[config.mk]
export PLATFORM = sky130hd
export DESIGN_NAME = sram_arbiter
export DESIGN_NICKNAME = d
export VERILOG_FILES = /design/src/rtl/sram_arbiter.sv
export SDC_FILE = /design/constraint.sdc
export NUM_CORES = 1
export LEC_CHECK = 0
export ABC_AREA = 1
export BUFFER_PORTS_ARGS = -buffer_cell sky130_fd_sc_hd__buf_2
export CORE_ASPECT_RATIO = 2
export CORE_MARGIN = 4
export CORE_UTILIZATION = 46
export DETAILED_ROUTE_END_ITERATION = 16
export PLACE_DENSITY = 0.8
export SLEW_MARGIN = 20
export SYNTH_ARGS = -nofsm -noshare
export SYNTH_HDL_FRONTEND = slang
export SYNTH_SLANG_ARGS = --single-unit
[constraint.sdc]
create_clock -name clk -period 1.35 [get_ports clk]
set_input_delay 0.3375 -clock clk [delete_from_list [all_inputs] [get_ports clk]]
set_output_delay 0.3375 -clock clk [all_outputs]
set_load 0.03 [all_outputs]
[src/rtl/sram_arbiter.sv]
// Two-port arbiter in front of the single SRAM controller: serialises whole
// transactions, holds one controller enable per transaction, returns done/rdata/stall.
module sram_arbiter #(
  parameter int PRIORITY_MODE = 0
) (
  input  logic        clk,
  input  logic        rst,
  input  logic        req0,
  input  logic        we0,
  input  logic [31:0] addr0,
  input  logic [31:0] wdata0,
  input  logic        req1,
  input  logic        we1,
  input  logic [31:0] addr1,
  input  logic [31:0] wdata1,
  output logic        done0,
  output logic        done1,
  output logic [31:0] rdata0,
  output logic [31:0] rdata1,
  output logic        stall0,
  output logic        stall1,
  output logic        mem_wr_en,
  output logic        mem_rd_en,
  output logic [31:0] mem_addr,
  output logic [31:0] mem_wdata,
  input  logic [31:0] mem_rdata,
  input  logic        mem_pause
);

  typedef enum logic [1:0] {
    IDLE   = 2'd0,
    ACTIVE = 2'd1,
    DONE   = 2'd2
  } state_t;

  state_t            state_reg, state_next;
  logic              owner_reg, owner_next;
  logic              ptr_reg, ptr_next;
  logic              wr_en_reg, wr_en_next;
  logic              rd_en_reg, rd_en_next;
  logic [31:0]       addr_reg, addr_next;
  logic [31:0]       wdata_reg, wdata_next;
  logic [1:0]        done_reg, done_next;
  logic [1:0][31:0]  rdata_reg, rdata_next;
  logic              winner;
  logic              win_we;
  logic [31:0]       win_addr;
  logic [31:0]       win_wdata;

  // A lone requester always wins; the pointer only breaks ties.
  always_comb begin
    if (req0 && req1) begin
      winner = (PRIORITY_MODE != 0) ? 1'b0 : ptr_reg;
    end else begin
      winner = req1;
    end
    win_we    = winner ? we1    : we0;
    win_addr  = winner ? addr1  : addr0;
    win_wdata = winner ? wdata1 : wdata0;
  end

  always_comb begin
    state_next = state_reg;
    owner_next = owner_reg;
    ptr_next   = ptr_reg;
    wr_en_next = wr_en_reg;
    rd_en_next = rd_en_reg;
    addr_next  = addr_reg;
    wdata_next = wdata_reg;
    done_next  = 2'b00;
    rdata_next = rdata_reg;

    case (state_reg)
      IDLE: begin
        if (req0 || req1) begin
          owner_next = winner;
          ptr_next   = ~winner;
          wr_en_next = win_we;
          rd_en_next = ~win_we;
          addr_next  = win_addr;
          wdata_next = win_wdata;
          state_next = ACTIVE;
        end
      end
      ACTIVE: begin
        // Completion cycle: enable high with pause low.
        if (!mem_pause) begin
          if (rd_en_reg) begin
            rdata_next[owner_reg] = mem_rdata;
          end
          wr_en_next           = 1'b0;
          rd_en_next           = 1'b0;
          done_next[owner_reg] = 1'b1;
          state_next           = DONE;
        end
      end
      DONE: begin
        state_next = IDLE;
      end
      default: begin
        state_next = IDLE;
      end
    endcase
  end

  always_ff @(posedge clk) begin
    if (rst) begin
      state_reg <= IDLE;
      owner_reg <= 1'b0;
      ptr_reg   <= 1'b0;
      wr_en_reg <= 1'b0;
      rd_en_reg <= 1'b0;
      addr_reg  <= 32'h0;
      wdata_reg <= 32'h0;
      done_reg  <= 2'b00;
      rdata_reg <= '0;
    end else begin
      state_reg <= state_next;
      owner_reg <= owner_next;
      ptr_reg   <= ptr_next;
      wr_en_reg <= wr_en_next;
      rd_en_reg <= rd_en_next;
      addr_reg  <= addr_next;
      wdata_reg <= wdata_next;
      done_reg  <= done_next;
      rdata_reg <= rdata_next;
    end
  end

  assign done0     = done_reg[0];
  assign done1     = done_reg[1];
  assign rdata0    = rdata_reg[0];
  assign rdata1    = rdata_reg[1];
  assign stall0    = req0 & ~done_reg[0];
  assign stall1    = req1 & ~done_reg[1];
  assign mem_wr_en = wr_en_reg;
  assign mem_rd_en = rd_en_reg;
  assign mem_addr  = addr_reg;
  assign mem_wdata = wdata_reg;

endmodule

==> reports/metrics.csv <==
stage,metric,value,unit
worst_setup_path,critPathSlowestCell,dfxtp_1,
sta,fin_crit,1.329,ns
synthesis,ys.warnings.count,0,
sta,max_slew_margin,0.7789,
worst_setup_path,arrival,0.99,ns
power_and_ir_drop,power_density,1364,nW/µm²
finish,fin_nets,1276,
synthesis,synth_edf_count,0,
finish,antennaDiodeCount,0,
finish,utilization,0.6592,
synthesis,yosysMostFrequentCell,nand2_1,
clocking,clock_sinks,136,
synthesis,syn-cell-area,6015,µm²
finish,stdcell_area,8372,µm²
synthesis,syn_nets,1001,
synthesis,yosys.area_share.simple,0.3697,
clocking,cts_buffers,17,
finish,drive_gt1_frac,0.3405,
power_and_ir_drop,max-vdd-ir-drop,1.193,mV
sta,slew_viol_final,0,
placement,port_buffers,300,
floorplanning,die_h,169.7,µm
worst_setup_path,crit_chain,buf_2,
drt,firstDrtPassIters,5,
worst_setup_path,cp-end-kind,primary output,
placement,gp_congestion,0.8548,
synthesis,async_flop_share,0,
worst_setup_path,critPathMaxFanout,2,
floorplanning,initial_core_util,0.4736,
worst_setup_path,cpLargestDelayFamily,flip-flops,
placement,place_inst,1232,
clocking,hold_buffers,0,
drt,wl_per_cell,16.85,µm
sta,fmax,752.7,MHz
synthesis,synth_top_area_share,0.4527,
synthesis,synth-compound-area-share,0.05929,
sta,hold_violations,0,
worst_setup_path,crit_type,reg -> out,
synthesis,synth_top_family_by_area,simple AND/OR/NAND/NOR gates,
synthesis,synthXorXnorAreaFrac,0,
worst_setup_path,start_kind,flop,
synthesis,muxShareOfSynthArea,0,
placement,placed_area,7642,µm²
synthesis,avgSynthCellArea,7.212,µm²
min_path,min_from,mem_pause,
outcome,outcome,finished clean,
worst_setup_path,crit_required,1.01,ns
drt,vias,6938,
placement,hpwl,14580,µm
drt,ant_nets,0,
grt,grt_antenna_before_repair,0,
worst_setup_path,rr_startpoint,state_reg[0]$_SDFFE_PP0P_,
synthesis,synthFlopType,dfxtp_1,
sta,skew,0.01159,ns
clocking,cts-root-buf,clkbuf_16,
clocking,path_clk_slew,0.06,ns
min_path,min_path_cells,3,
finish,fin_cells,1272,
grt,grt_use_total,0.2612,
worst_setup_path,slowest_delay,0.37,ns
worst_setup_path,r2r-end,mem_addr[24]$_SDFFE_PP0P_,
sta,rsz0062_at_grt,true,
grt,grt_pass1_vias,6232,
finish,nFillCells,1155,
clocking,htree_num_levels,4,
worst_setup_path,worst-path-buf-inv,1,
floorplanning,io_pins,301,
worst_setup_path,cp.depth,1,
drt,viasPerCell,5.454,
synthesis,synthAdderAreaFrac,0,
power_and_ir_drop,p_total,11.42,mW
floorplanning,die_w,88.86,µm
synthesis,ys_seq_area_frac,0.4527,
floorplanning,rows,58,
synthesis,yosys-top-cells-area,"dfxtp_1 (45%), nand3_1 (16%), nand2_1 (13%)",
floorplanning,coreArea,12700,µm²
finish,synthToLayoutAreaGrowth,39.19,%
sta,worstMarginPinSlew,0.3317,ns
min_path,whs_endpoint,state_reg[0]$_SDFFE_PP0P_,
sta,fin_crit_sh,0.9842,
clocking,clock_path_buffers,2,
job,max-cap-violations,0,
drt,wl,21430,µm
min_path,hold_class,in -> reg,
sta,setup_viol,0,
grt,overflow,0,
power_and_ir_drop,power.leakage,4.400,nW
drt,detail_route.iter0.violations,503,
sta,hold_ws,0.1961,ns
worst_setup_path,r2r_slack,0.03,ns
synthesis,synth-seq-cells,136,
grt,grt_pass1_wl,30830,µm
drt,drc_errors,0,
synthesis,synth_top_area_cell,dfxtp_1,
clocking,worstSkewPairLatency,0.41,ns
synthesis,postSynthCellCount,834,
worst_setup_path,rr_worst_depth,7,
synthesis,synth_common_cells,"nand2_1 (207), nand3_1 (196), dfxtp_1 (136), inv_1 (70), a21oi_1 (68)",
clocking,cts_tree,done,
floorplanning,dieArea,15080,µm²
grt,grt_max_degree,56,
synthesis,synth_cell_types,19,
[cell usage in the layout, fill, tap and decap left out, types with 3 or more instances in the layout]
| cell | netlist | layout |
|---|---|---|
| buf_2 | 26 | 290 |
| nand2_1 | 207 | 206 |
| nand3_1 | 196 | 196 |
| dfxtp_1 | 136 | 131 |
| inv_1 | 70 | 69 |
| a21oi_1 | 68 | 68 |
| nand4_1 | 64 | 64 |
| buf_4 | 7 | 26 |
| clkbuf_16 | 0 | 19 |
| buf_12 | 0 | 13 |
| inv_6 | 0 | 7 |
| dfxtp_2 | 0 | 5 |
| nor2_4 | 1 | 4 |
| nor2_1 | 5 | 3 |
| inv_2 | 2 | 3 |
| clkinv_4 | 0 | 3 |
[worst max-delay path by stage]
stage | slack [ns] | start | endpoint
after floorplan | 0.003 | req1 | stall1
after global placement | -0.03 | req0 | mem_addr[7]$_SDFFE_PP0P_
after detailed placement | -0.08 | req0 | mem_addr[9]$_SDFFE_PP0P_
after CTS | 0.004 | rdata1[5]$_SDFFE_PP0P_ | rdata1[5]
after global routing | -0.03 | state_reg[0]$_SDFFE_PP0P_ | mem_addr[15]$_SDFFE_PP0P_
final | 0.02 | rdata1[8]$_SDFFE_PP0P_ | rdata1[8]
[worst min-delay path, stage by stage]
cell and delay [ns]:
buf_2 0.11, nand2_1 0.06, a21oi_1 0.05
[per-stage QoR]
stage	TNS (ns)	setup WS, ns
2_1_floorplan	0	0.003205
3_3_place_gp	-0.5896	-0.02774
3_5_place_dp	-1.438	-0.07575
4_1_cts	0	0.003549
5_1_grt	-0.04003	-0.02815
6_report	0	0.02136
[layout make-up]
cell class,count,area [µm²],area share
Clock inverter,14,160.2,0.01913
Multi-Input combinational cell,548,2603,0.3109
Clock buffer,18,439.2,0.05246
Tap cell,150,187.7,0.02242
Sequential cell,136,2729,0.3260
Timing Repair Buffer,334,1983,0.2369
Inverter,72,270.3,0.03228
[per-layer routing]
layer	GRT usage	wire (µm)	vias up	part of all wire
li1	-	-	3328	-
met1	0.2862	7136	3142	0.33
met2	0.4595	11300	405	0.53
met3	0.06268	2166	63	0.10
met4	0.1224	831	0	0.039
met5	0	0	-	0
[power by group]
group / total [mW] / internal (mW) / switching (mW)
combinational: 2.32 / 0.825 / 1.50
sequential: 4.36 / 4.24 / 0.121
clock: 4.74 / 2.82 / 1.92
[timing repair]
action                                  CTS  global route
pin swaps                                 1             1
endpoints found under the setup margin    8            70
cloned                                    0             2
gates resized for setup                   9             8
buffers inserted                          0             6
[kinds of logic (layout without fill, tap and decap cells)]
kind of cell	after synthesis	in the layout
AOI/OAI and AO/OA	69	69
buffers and inverters	150	438
DFF	136	136
and+or+nand+nor	479	479
No activity file was read; power rests on OpenSTA's default activity.
